==> config.mk <==
export PLATFORM = sky130hd
export DESIGN_NAME = sdram_port_arbiter_flat
export DESIGN_NICKNAME = d
export VERILOG_FILES = /design/src/rtl/sdram_port_arbiter_if.sv /design/src/rtl/sdram_port_arbiter.sv /design/src/flat_wrapper.sv
export SDC_FILE = /design/constraint.sdc
export NUM_CORES = 1
export LEC_CHECK = 0
export CORE_ASPECT_RATIO = 0.9
export CORE_MARGIN = 5
export CORE_UTILIZATION = 25
export CTS_CLUSTER_SIZE = 12
export DETAILED_ROUTE_END_ITERATION = 8
export GPL_TIMING_DRIVEN = 1
export PLACE_DENSITY = 0.52
export SETUP_SLACK_MARGIN = 0.15
export SLEW_MARGIN = 5
export SYNTH_ARGS = -nofsm -noshare
export SYNTH_HDL_FRONTEND = slang
export SYNTH_SLANG_ARGS = --single-unit
export TNS_END_PERCENT = 30
==> constraint.sdc <==
create_clock -name clk -period 3.4 [get_ports clk]
set_input_delay 0.51 -clock clk [delete_from_list [all_inputs] [get_ports clk]]
set_output_delay 0.51 -clock clk [all_outputs]
set_load 0.005 [all_outputs]
==> src/rtl/sdram_port_arbiter_if.sv <==
// sdram_port_arbiter_if: bundle of the two requester ports, the SDRAM master port and arbiter status
// master: arbiter view (drives SDRAM strobes, port completions, status)
// slave:  environment view (drives requests and SDRAM responses)
interface sdram_port_arbiter_if #(
    parameter int W      = 16,
    parameter int ADDR_W = 25
);
    logic              m0_read, m0_write, m0_done;
    logic [ADDR_W-1:0] m0_address;
    logic [W-1:0]      m0_writedata, m0_readdata;
    logic              m1_read, m1_write, m1_done;
    logic [ADDR_W-1:0] m1_address;
    logic [W-1:0]      m1_writedata, m1_readdata;
    logic              s_read, s_write, s_readdatavalid, s_waitrequest;
    logic [ADDR_W-1:0] s_address;
    logic [W-1:0]      s_writedata, s_readdata;
    logic              grant, busy, timeout_err;
    modport master (
        input  m0_read, m0_write, m0_address, m0_writedata,
        input  m1_read, m1_write, m1_address, m1_writedata,
        input  s_readdata, s_readdatavalid, s_waitrequest,
        output m0_readdata, m0_done, m1_readdata, m1_done,
        output s_read, s_write, s_address, s_writedata,
        output grant, busy, timeout_err
    );
    modport slave (
        output m0_read, m0_write, m0_address, m0_writedata,
        output m1_read, m1_write, m1_address, m1_writedata,
        output s_readdata, s_readdatavalid, s_waitrequest,
        input  m0_readdata, m0_done, m1_readdata, m1_done,
        input  s_read, s_write, s_address, s_writedata,
        input  grant, busy, timeout_err
    );
endinterface

==> src/rtl/sdram_port_arbiter.sv <==
// sdram_port_arbiter: round-robin serialiser of two word ports onto one SDRAM master, one access at a time
// Ports: clk (rising edge), rst (async, active-high),
//        bus (master modport): m0/m1 request ports in, s_* SDRAM master out, grant/busy/timeout_err status.
module sdram_port_arbiter #(
    parameter int W       = 16,
    parameter int ADDR_W  = 25,
    parameter int WR_LAT  = 9,
    parameter int TIMEOUT = 64
) (
    input logic clk,
    input logic rst,
    sdram_port_arbiter_if.master bus
);
    localparam int CW = $clog2(WR_LAT > TIMEOUT ? WR_LAT : TIMEOUT) + 1;
    typedef enum logic [2:0] {IDLE, ISSUE, WAIT_RD, WAIT_WR, DONE} state_t;
    state_t        state;
    logic [CW-1:0] cnt;
    logic          last_grant, op_wr, req0, req1, pick, pick_wr;
    assign req0 = bus.m0_read | bus.m0_write;
    assign req1 = bus.m1_read | bus.m1_write;
    // on a tie the port not served last wins; a lone requester always wins
    assign pick    = req0 && req1 ? ~last_grant : req1;
    assign pick_wr = pick ? bus.m1_write : bus.m0_write;
    always_ff @(posedge clk or posedge rst) begin
        if (rst) begin
            state           <= IDLE;
            cnt             <= '0;
            last_grant      <= 1'b1;
            op_wr           <= 1'b0;
            bus.grant       <= 1'b0;
            bus.busy        <= 1'b0;
            bus.timeout_err <= 1'b0;
            bus.s_read      <= 1'b0;
            bus.s_write     <= 1'b0;
            bus.s_address   <= '0;
            bus.s_writedata <= '0;
            bus.m0_readdata <= '0;
            bus.m1_readdata <= '0;
            bus.m0_done     <= 1'b0;
            bus.m1_done     <= 1'b0;
        end else begin
            case (state)
                IDLE: if (req0 || req1) begin
                    bus.grant       <= pick;
                    op_wr           <= pick_wr;
                    bus.s_write     <= pick_wr;
                    bus.s_read      <= ~pick_wr;
                    bus.s_address   <= pick ? bus.m1_address : bus.m0_address;
                    bus.s_writedata <= pick ? bus.m1_writedata : bus.m0_writedata;
                    bus.busy        <= 1'b1;
                    state           <= ISSUE;
                end
                ISSUE: if (!bus.s_waitrequest) begin
                    bus.s_read  <= 1'b0;
                    bus.s_write <= 1'b0;
                    cnt         <= op_wr ? CW'(WR_LAT - 1) : '0;
                    state       <= op_wr ? WAIT_WR : WAIT_RD;
                end
                // the last counted cycle is TIMEOUT-1 after acceptance, so DONE lands TIMEOUT cycles after it
                WAIT_RD: if (bus.s_readdatavalid || cnt == CW'(TIMEOUT - 2)) begin
                    if (bus.grant) bus.m1_readdata <= bus.s_readdatavalid ? bus.s_readdata : '0;
                    else bus.m0_readdata <= bus.s_readdatavalid ? bus.s_readdata : '0;
                    bus.timeout_err <= bus.timeout_err | ~bus.s_readdatavalid;
                    bus.m0_done     <= ~bus.grant;
                    bus.m1_done     <= bus.grant;
                    state           <= DONE;
                end else begin
                    cnt <= cnt + 1'b1;
                end
                WAIT_WR: if (cnt == '0) begin
                    bus.m0_done <= ~bus.grant;
                    bus.m1_done <= bus.grant;
                    state       <= DONE;
                end else begin
                    cnt <= cnt - 1'b1;
                end
                DONE: begin
                    bus.m0_done <= 1'b0;
                    bus.m1_done <= 1'b0;
                    bus.busy    <= 1'b0;
                    last_grant  <= bus.grant;
                    state       <= IDLE;
                end
                default: state <= IDLE;
            endcase
        end
    end
endmodule

==> src/flat_wrapper.sv <==
// flat-port wrapper written by rule: the top's interface ports become plain ports
module sdram_port_arbiter_flat 
#(
    parameter int W       = 16,
    parameter int ADDR_W  = 25,
    parameter int WR_LAT  = 9,
    parameter int TIMEOUT = 64
)
  (clk, rst, bus_m0_read, bus_m0_write, bus_m0_address, bus_m0_writedata, bus_m1_read, bus_m1_write, bus_m1_address, bus_m1_writedata, bus_s_readdata, bus_s_readdatavalid, bus_s_waitrequest, bus_m0_readdata, bus_m0_done, bus_m1_readdata, bus_m1_done, bus_s_read, bus_s_write, bus_s_address, bus_s_writedata, bus_grant, bus_busy, bus_timeout_err);
  sdram_port_arbiter_if #(.W(W), .ADDR_W(ADDR_W)) bus_i ();
  input logic clk;
  input logic rst;
  input wire logic [$bits(bus_i.m0_read)-1:0] bus_m0_read;
  input wire logic [$bits(bus_i.m0_write)-1:0] bus_m0_write;
  input wire logic [$bits(bus_i.m0_address)-1:0] bus_m0_address;
  input wire logic [$bits(bus_i.m0_writedata)-1:0] bus_m0_writedata;
  input wire logic [$bits(bus_i.m1_read)-1:0] bus_m1_read;
  input wire logic [$bits(bus_i.m1_write)-1:0] bus_m1_write;
  input wire logic [$bits(bus_i.m1_address)-1:0] bus_m1_address;
  input wire logic [$bits(bus_i.m1_writedata)-1:0] bus_m1_writedata;
  input wire logic [$bits(bus_i.s_readdata)-1:0] bus_s_readdata;
  input wire logic [$bits(bus_i.s_readdatavalid)-1:0] bus_s_readdatavalid;
  input wire logic [$bits(bus_i.s_waitrequest)-1:0] bus_s_waitrequest;
  output wire logic [$bits(bus_i.m0_readdata)-1:0] bus_m0_readdata;
  output wire logic [$bits(bus_i.m0_done)-1:0] bus_m0_done;
  output wire logic [$bits(bus_i.m1_readdata)-1:0] bus_m1_readdata;
  output wire logic [$bits(bus_i.m1_done)-1:0] bus_m1_done;
  output wire logic [$bits(bus_i.s_read)-1:0] bus_s_read;
  output wire logic [$bits(bus_i.s_write)-1:0] bus_s_write;
  output wire logic [$bits(bus_i.s_address)-1:0] bus_s_address;
  output wire logic [$bits(bus_i.s_writedata)-1:0] bus_s_writedata;
  output wire logic [$bits(bus_i.grant)-1:0] bus_grant;
  output wire logic [$bits(bus_i.busy)-1:0] bus_busy;
  output wire logic [$bits(bus_i.timeout_err)-1:0] bus_timeout_err;
  assign bus_i.m0_read = bus_m0_read;
  assign bus_i.m0_write = bus_m0_write;
  assign bus_i.m0_address = bus_m0_address;
  assign bus_i.m0_writedata = bus_m0_writedata;
  assign bus_i.m1_read = bus_m1_read;
  assign bus_i.m1_write = bus_m1_write;
  assign bus_i.m1_address = bus_m1_address;
  assign bus_i.m1_writedata = bus_m1_writedata;
  assign bus_i.s_readdata = bus_s_readdata;
  assign bus_i.s_readdatavalid = bus_s_readdatavalid;
  assign bus_i.s_waitrequest = bus_s_waitrequest;
  assign bus_m0_readdata = bus_i.m0_readdata;
  assign bus_m0_done = bus_i.m0_done;
  assign bus_m1_readdata = bus_i.m1_readdata;
  assign bus_m1_done = bus_i.m1_done;
  assign bus_s_read = bus_i.s_read;
  assign bus_s_write = bus_i.s_write;
  assign bus_s_address = bus_i.s_address;
  assign bus_s_writedata = bus_i.s_writedata;
  assign bus_grant = bus_i.grant;
  assign bus_busy = bus_i.busy;
  assign bus_timeout_err = bus_i.timeout_err;
  sdram_port_arbiter #(.W(W), .ADDR_W(ADDR_W), .WR_LAT(WR_LAT), .TIMEOUT(TIMEOUT)) u_core (.clk(clk), .rst(rst), .bus(bus_i));
endmodule
==> metrics.txt, run 1 <==
# TYPE chip_impl_metric gauge
chip_impl_metric{name="peak_per_stage_delay_on_the_critical_path",unit="ps"} 600
chip_impl_info{name="worstHoldPathType",value="reg2reg"} 1
chip_impl_metric{name="slew-limit-headroom",unit="%"} 39.9
chip_impl_metric{name="tritoncts.num_buffers",unit=""} 9
chip_impl_metric{name="clk_pin_slew",unit="ps"} 70
chip_impl_metric{name="synth_nets",unit=""} 495
chip_impl_metric{name="drcViolationCount",unit=""} 0
chip_impl_metric{name="antenna_found_initial",unit=""} 0
chip_impl_metric{name="grt_start_max_net_pins",unit=""} 83
chip_impl_metric{name="layout.nets",unit=""} 679
chip_impl_metric{name="synthesis.instances",unit=""} 383
chip_impl_metric{name="nFillCells",unit=""} 1629
chip_impl_metric{name="drt_pre_antenna_iters",unit=""} 4
chip_impl_metric{name="globalRouteOverflowTotal",unit=""} 0
chip_impl_metric{name="period_share",unit="%"} 75.7
chip_impl_metric{name="detail_route.iter0.violations",unit=""} 110
chip_impl_metric{name="synth.yosys.warnings",unit=""} 0
chip_impl_metric{name="buffers_inserted_by_post_cts_timing_repair",unit=""} 0
chip_impl_metric{name="tns",unit="ps"} 0
chip_impl_metric{name="clock-sinks",unit=""} 92
chip_impl_metric{name="synth.yosys.seq_area_share",unit="%"} 53.5
chip_impl_metric{name="die_area",unit="sq um"} 20000
chip_impl_metric{name="postSynthAreaPerCell",unit="sq um"} 11.3
chip_impl_metric{name="cp.arrival",unit="ps"} 2830
chip_impl_metric{name="post_synthesis_cell_area",unit="sq um"} 4310
chip_impl_metric{name="detail_route.vias_per_cell",unit=""} 4.41
chip_impl_info{name="type_of_the_worst_setup_path",value="reg2reg"} 1
chip_impl_metric{name="cts-hold-fix-buffers",unit=""} 0
chip_impl_metric{name="design.portCount",unit=""} 186
chip_impl_metric{name="worst_path_buf_inv",unit=""} 1
chip_impl_metric{name="synthesis_to_finish_area_growth",unit="%"} 56.0
chip_impl_info{name="run_status",value="finished clean"} 1
chip_impl_info{name="cp-end-kind",value="register"} 1
chip_impl_metric{name="max_slew.worst_pin.slew",unit="ps"} 902
chip_impl_metric{name="async_reset_ff_share",unit="%"} 100
chip_impl_info{name="unrepaired_setup_endpoints_after_global_routing",value="false"} 1
chip_impl_metric{name="htreeDepth",unit=""} 3
chip_impl_metric{name="total_leakage_power",unit="nW"} 2.86
chip_impl_info{name="timing.critical_path.slowest_stage_cell",value="dfrtp_1"} 1
chip_impl_info{name="crit_family",value="simple AND/OR/NAND/NOR gates"} 1
chip_impl_metric{name="port_buffers",unit=""} 185
chip_impl_metric{name="critical_path_required",unit="ps"} 3660
chip_impl_metric{name="post_synth_edffs",unit=""} 0
chip_impl_metric{name="cts_repair_resize_count",unit=""} 0
chip_impl_metric{name="floorplan.initialDensity",unit="%"} 25.5
chip_impl_metric{name="drive_gt1_share",unit="%"} 11.0
chip_impl_info{name="clockRootBuffer",value="clkbuf_16"} 1
chip_impl_metric{name="gpl.final_weighted_congestion",unit=""} 0.784
chip_impl_metric{name="instance_area_at_placement",unit="sq um"} 6420
chip_impl_metric{name="wire_per_inst",unit="um"} 15.2
chip_impl_info{name="cp_cell_sequence",value="nand3b_1 > inv_1 > ha_1 > a211oi_1 > nor2_1 > mux2i_1 > or3_1 > a22oi_1"} 1
chip_impl_metric{name="max_slew_vio_count",unit=""} 0
chip_impl_metric{name="site_row_count",unit=""} 45
chip_impl_metric{name="synth_seq_cells",unit=""} 92
chip_impl_metric{name="clock_path_buffers",unit=""} 2
chip_impl_metric{name="die_height",unit="um"} 135
chip_impl_info{name="crit_path_start_kind",value="register"} 1
chip_impl_metric{name="synth_cell_types",unit=""} 45
chip_impl_metric{name="setup_viol_count_final",unit=""} 0
chip_impl_metric{name="floorplan.core_area",unit="sq um"} 16900
chip_impl_metric{name="antenna_cell_count",unit=""} 0
chip_impl_metric{name="global_route_wire_length_before_repair",unit="um"} 19000
chip_impl_metric{name="hold_slack",unit="ps"} 500
chip_impl_metric{name="layout.cell_area.non_filler",unit="sq um"} 6720
chip_impl_metric{name="timing.final.hold_violations",unit=""} 0
chip_impl_metric{name="antenna_violating_nets_post_route",unit=""} 0
chip_impl_metric{name="max_cap_violations",unit=""} 0
chip_impl_metric{name="critical_path_peak_fanout",unit=""} 13
chip_impl_metric{name="finalClockSkew",unit="ps"} 5.44
chip_impl_metric{name="vdd_ir_drop_max",unit="mV"} 0.281
chip_impl_info{name="cts_tree",value="built"} 1
chip_impl_metric{name="fmaxAchievable",unit="MHz"} 388
chip_impl_metric{name="worst_skew_pair.late_latency",unit="ps"} 340
chip_impl_metric{name="hpwlAfterDp",unit="um"} 9170
chip_impl_metric{name="first_global_vias",unit=""} 3537
chip_impl_metric{name="detail_route.wirelength",unit="um"} 11900
chip_impl_metric{name="min_period",unit="ps"} 2570
chip_impl_metric{name="power_density_over_cell_area",unit="nW/um^2"} 822
chip_impl_info{name="yosys_most_used_dff",value="dfrtp_1"} 1
chip_impl_metric{name="grt_use_total",unit="%"} 11.9
chip_impl_metric{name="chipWidth",unit="um"} 148
chip_impl_metric{name="num_vias",unit=""} 3456
layout make-up:
class	count	area, sq um	share of cell area, %
flip-flops and latches	92	2300	34.3
well taps	211	264	3.93
repair buffers	192	1930	28.7
multi-input cells	264	1900	28.2
inverters	8	32.5	0.484
clock inverters	4	32.5	0.484
clock buffers	12	267	3.96
path summary, 6_finish.rpt:
kind                                     from                         end  slack (ps)  depth (start not counted)
setup / recovery              u_core.state[0]               u_core.cnt[6]         830                          8
hold / removal             u_core.bus.m1_done          u_core.bus.m1_done         500                          1
setup reg to reg              u_core.state[0]               u_core.cnt[6]         830                          8
hold reg to reg            u_core.bus.m1_done          u_core.bus.m1_done         500                          1
max in group asynchronous                 rst           u_core.last_grant        2100                          3
min in group asynchronous                 rst  u_core.bus.m0_readdata[10]         560                          2
routing by layer:
| metal | up-vias | track usage (%) | part of all wire, % |
|---|---|---|---|
| met5 | - | 0 | 0 |
| met4 | 0 | 3.54 | 0.94 |
| met3 | 5 | 4.16 | 7.1 |
| met2 | 103 | 19.8 | 50 |
| met1 | 1627 | 14.8 | 42 |
| li1 | 1721 | - | - |
through the flow:
step / cells / setup slack [ps] / util (%) / power [mW]
after global routing: 783 / 617 / 39.8 / 5.96
after global placement: 767 / 819 / 38.0 / 4.54
after CTS: 783 / 847 / 39.8 / 5.63
after detailed placement: 767 / 772 / 38.0 / 4.61
after floorplan: 383 / 500 / - / 3.23
final: 783 / 826 / 39.8 / 5.53
cells in the mapped netlist, types with 2 or more instances:
cell	n	share of area, %
a211oi_1	3	0.52
a21o_1	2	0.35
a21oi_1	44	5.1
a22o_1	2	0.41
a22oi_1	2	0.35
a31oi_1	2	0.29
and2_1	17	2.5
clkbuf_1	15	1.3
dfrtp_1	91	53
ha_1	5	1.5
inv_1	8	0.70
mux2_2	23	6.0
mux2_4	10	3.5
mux2i_1	42	9.8
nand2_1	13	1.1
nand3_1	6	0.70
nand3b_1	2	0.35
nor2_1	45	3.9
nor3_1	2	0.23
nor4_1	2	0.29
o21ai_0	18	2.1
o21bai_1	3	0.52
o31ai_1	2	0.35
or3_1	2	0.29
xor2_1	2	0.41
where the power goes:
part / switching, mW / internal, mW / leakage [nW] / total (mW)
Clock: 0.427 / 0.558 / 0.141 / 0.985
Combinational: 1.09 / 1.50 / 1.62 / 2.60
Sequential: 0.347 / 1.60 / 1.10 / 1.95
kinds of logic (layout without fill, tap and decap cells):
kind of cell	after synthesis	after routing	synth area share (%)
adder cells (fa/ha/maj)	6	6	1.92
flip-flops	92	92	53.5
AND/OR/NAND/NOR	97	97	10.9
multiplexers	75	75	19.3
AO/OA/AOI/OAI	83	83	10.8
XOR/XNOR	3	3	0.610
buffers and inverters	27	216	3.02
state kept, by name, summed over array words and instances, names as in the netlist:
register                flops
u_core.cnt                  7
u_core.state                3
u_core.bus.m1_done          1
u_core.bus.s_read           1
u_core.bus.s_address       25
u_core.bus.m0_done          1
u_core.bus.busy             1
u_core.bus.s_write          1
u_core.bus.timeout_err      1
u_core.bus.m0_readdata     16
u_core.last_grant           1
u_core.bus.m1_readdata     16
u_core.bus.s_writedata     16
u_core.bus.grant            1
u_core.op_wr                1
placed cells by master, fill, tap and decap left out, drive strengths merged, types with 3 or more instances in the layout:
| master | instances |
|---|---|
| buf | 7 |
| nor2 | 46 |
| a211oi | 3 |
| and2 | 17 |
| mux2i | 42 |
| dfrtp | 91 |
| nand3 | 6 |
| or3 | 3 |
| o21bai | 3 |
| a21oi | 44 |
| inv | 8 |
| nand2 | 13 |
| ha | 5 |
| mux2 | 33 |
| nor4 | 3 |
| clkbuf | 12 |
| o21ai | 19 |
| clkdlybuf4s50 | 185 |
No activity file was read; power rests on OpenSTA's default activity.
==> inputs of run 2 (changes only) <==
- PLACE_DENSITY: 0.52 -> 0.54
- clock period: 3.4 -> 2.15 ns (I/O delays scaled with it)
==> metrics.txt, run 2 (synthesized netlist as in run 1, its figures left out) <==
# TYPE chip_impl_metric gauge
chip_impl_metric{name="total_power",unit="mW"} 9.20
chip_impl_info{name="most_common_cell_after_layout_fill_and_taps_aside",value="clkdlybuf4s50_1"} 1
chip_impl_metric{name="antenna_violating_nets_post_route",unit=""} 0
chip_impl_metric{name="critical_path_peak_fanout",unit=""} 5
chip_impl_metric{name="layout.nets",unit=""} 695
chip_impl_metric{name="die_height",unit="um"} 135
chip_impl_metric{name="power_density_over_cell_area",unit="nW/um^2"} 1330
chip_impl_metric{name="clk_pin_slew",unit="ps"} 60
chip_impl_metric{name="clock-sinks",unit=""} 92
chip_impl_metric{name="grt_start_max_net_pins",unit=""} 83
chip_impl_info{name="unrepaired_setup_endpoints_after_global_routing",value="true"} 1
chip_impl_info{name="clockRootBuffer",value="clkbuf_16"} 1
chip_impl_metric{name="hpwlAfterDp",unit="um"} 9570
chip_impl_metric{name="utilization",unit="%"} 41.1
chip_impl_metric{name="critical_path_required",unit="ps"} 2400
chip_impl_info{name="top_register",value="u_core.bus.s_address"} 1
chip_impl_metric{name="period_share",unit="%"} 93.8
chip_impl_metric{name="synthesis_to_finish_area_growth",unit="%"} 61.2
chip_impl_info{name="start_point_of_the_critical_path",value="u_core.state[2]"} 1
chip_impl_metric{name="floorplan.core_area",unit="sq um"} 16900
chip_impl_metric{name="first_global_vias",unit=""} 3788
chip_impl_info{name="r2r-start",value="u_core.state[2]"} 1
chip_impl_info{name="run_status",value="finished clean"} 1
chip_impl_metric{name="fmaxAchievable",unit="MHz"} 496
chip_impl_metric{name="worst_setup_slack_final",unit="ps"} 134
chip_impl_info{name="cts_tree",value="built"} 1
chip_impl_metric{name="detail_route.wirelength",unit="um"} 12400
chip_impl_metric{name="gpl.final_weighted_congestion",unit=""} 0.827
chip_impl_metric{name="htreeDepth",unit=""} 3
chip_impl_metric{name="total_leakage_power",unit="nW"} 2.95
chip_impl_metric{name="worst_slack_after_detailed_placement",unit="ps"} -13.7
chip_impl_metric{name="antenna_cell_count",unit=""} 0
chip_impl_metric{name="timing.final.hold_violations",unit=""} 0
chip_impl_metric{name="worst_path_buf_inv",unit=""} 1
chip_impl_metric{name="worst_skew_pair.late_latency",unit="ps"} 330
chip_impl_metric{name="instance_area_at_placement",unit="sq um"} 6570
chip_impl_metric{name="max_slew.worst_pin.slew",unit="ps"} 502
chip_impl_metric{name="max_slew_vio_count",unit=""} 0
chip_impl_metric{name="globalRouteOverflowTotal",unit=""} 0
chip_impl_metric{name="tns",unit="ps"} 0
chip_impl_metric{name="largest_register_ff_count",unit=""} 25
chip_impl_metric{name="hold_slack",unit="ps"} 364
chip_impl_metric{name="drcViolationCount",unit=""} 0
chip_impl_metric{name="layoutNonFillerInstCount",unit=""} 799
chip_impl_metric{name="drt_pre_antenna_iters",unit=""} 4
chip_impl_metric{name="slew-limit-headroom",unit="%"} 66.1
chip_impl_metric{name="grt_use_total",unit="%"} 12.3
chip_impl_metric{name="design.portCount",unit=""} 186
chip_impl_info{name="timing.critical_path.slowest_stage_cell",value="dfrtp_1"} 1
chip_impl_metric{name="tritoncts.num_buffers",unit=""} 9
chip_impl_metric{name="detail_route.iter0.violations",unit=""} 188
chip_impl_metric{name="numPlacedInstances",unit=""} 781
chip_impl_metric{name="global_route_wire_length_before_repair",unit="um"} 19600
chip_impl_info{name="cp-end-kind",value="register"} 1
chip_impl_metric{name="port_buffers",unit=""} 185
chip_impl_info{name="crit_path_start_kind",value="register"} 1
chip_impl_metric{name="num_vias",unit=""} 3572
chip_impl_info{name="mostFrequentLayoutCells",value="clkdlybuf4s50_1 (185), dfrtp_1 (90), nor2_1 (44), a21oi_1 (44), mux2i_1 (42)"} 1
chip_impl_metric{name="layout.cell_area.non_filler",unit="sq um"} 6950
chip_impl_metric{name="clock_path_buffers",unit=""} 2
chip_impl_info{name="cp_cell_sequence",value="nand3b_1 > inv_2 > ha_4 > a211oi_2 > nor2_2 > mux2i_1 > or3_1 > a22oi_1"} 1
chip_impl_metric{name="setup_viol_count_final",unit=""} 0
chip_impl_metric{name="max_cap_violations",unit=""} 0
chip_impl_metric{name="die_area",unit="sq um"} 20000
chip_impl_metric{name="detail_route.vias_per_cell",unit=""} 4.47
chip_impl_metric{name="cp.arrival",unit="ps"} 2270
chip_impl_metric{name="floorplan.initialDensity",unit="%"} 25.5
chip_impl_metric{name="vdd_ir_drop_max",unit="mV"} 0.490
chip_impl_info{name="crit_family",value="simple AND/OR/NAND/NOR gates"} 1
chip_impl_metric{name="min_period",unit="ps"} 2020
chip_impl_metric{name="finalClockSkew",unit="ps"} 6.00
chip_impl_metric{name="site_row_count",unit=""} 45
chip_impl_metric{name="antenna_found_initial",unit=""} 0
chip_impl_metric{name="chipWidth",unit="um"} 148
chip_impl_info{name="worstHoldPathType",value="in2async"} 1
chip_impl_metric{name="wire_per_inst",unit="um"} 15.6
chip_impl_metric{name="drive_gt1_share",unit="%"} 14.3
chip_impl_info{name="type_of_the_worst_setup_path",value="reg2reg"} 1
chip_impl_metric{name="peak_per_stage_delay_on_the_critical_path",unit="ps"} 380
==> run 2: final timing paths <==
kind	to	slack, ps	cells past startpoint
setup reg to reg	u_core.cnt[6]	130	8
setup / recovery	u_core.cnt[6]	130	8
max in group asynchronous	u_core.bus.s_writedata[12]	1230	3
hold reg to reg	u_core.bus.timeout_err	480	1
hold / removal	u_core.bus.m1_readdata[12]	360	2
min in group clk	u_core.bus.timeout_err	480	1
==> run 2: final cells by class <==
cell class	instances	area [sq um]
fill	1591	9940
sequential	92	2300
timing repair buffer	208	2090
multi-input combinational	264	1940
tap	211	264
clock buffer	12	236
clock inverter	4	73.8
inverter	8	33.8
==> run 2: where the power goes <==
group / internal (mW) / total (mW) / switching [mW]
clock: 1.02 / 1.65 / 0.627
combinational: 2.62 / 4.51 / 1.90
sequential: 2.54 / 3.04 / 0.509
==> run 2: repair_timing <==
| action | CTS | global route |
|---|---|---|
| pin swaps | 2 | 0 |
| endpoints found under the hold margin | 0 | 0 |
| hold buffers | 0 | 0 |
| resized for setup | 7 | 3 |
| setup buffers | 2 | 0 |
| endpoints found under the setup margin | 1 | 35 |
==> run 2: layer usage <==
| metal | share of wire, % | track usage [%] |
|---|---|---|
| met1 | 43 | 15.4 |
| met2 | 49 | 20.3 |
| met3 | 6.0 | 3.09 |
| met4 | 1.7 | 5.13 |
| met5 | 0 | 0 |
==> run 2: worst register-to-register path, stage by stage (launching register included) <==
cell and delay [ps]:
dfrtp_1 380, nand3b_1 190, inv_2 150, ha_4 240
a211oi_2 270, nor2_2 90, mux2i_1 140, or3_1 350
a22oi_1 130
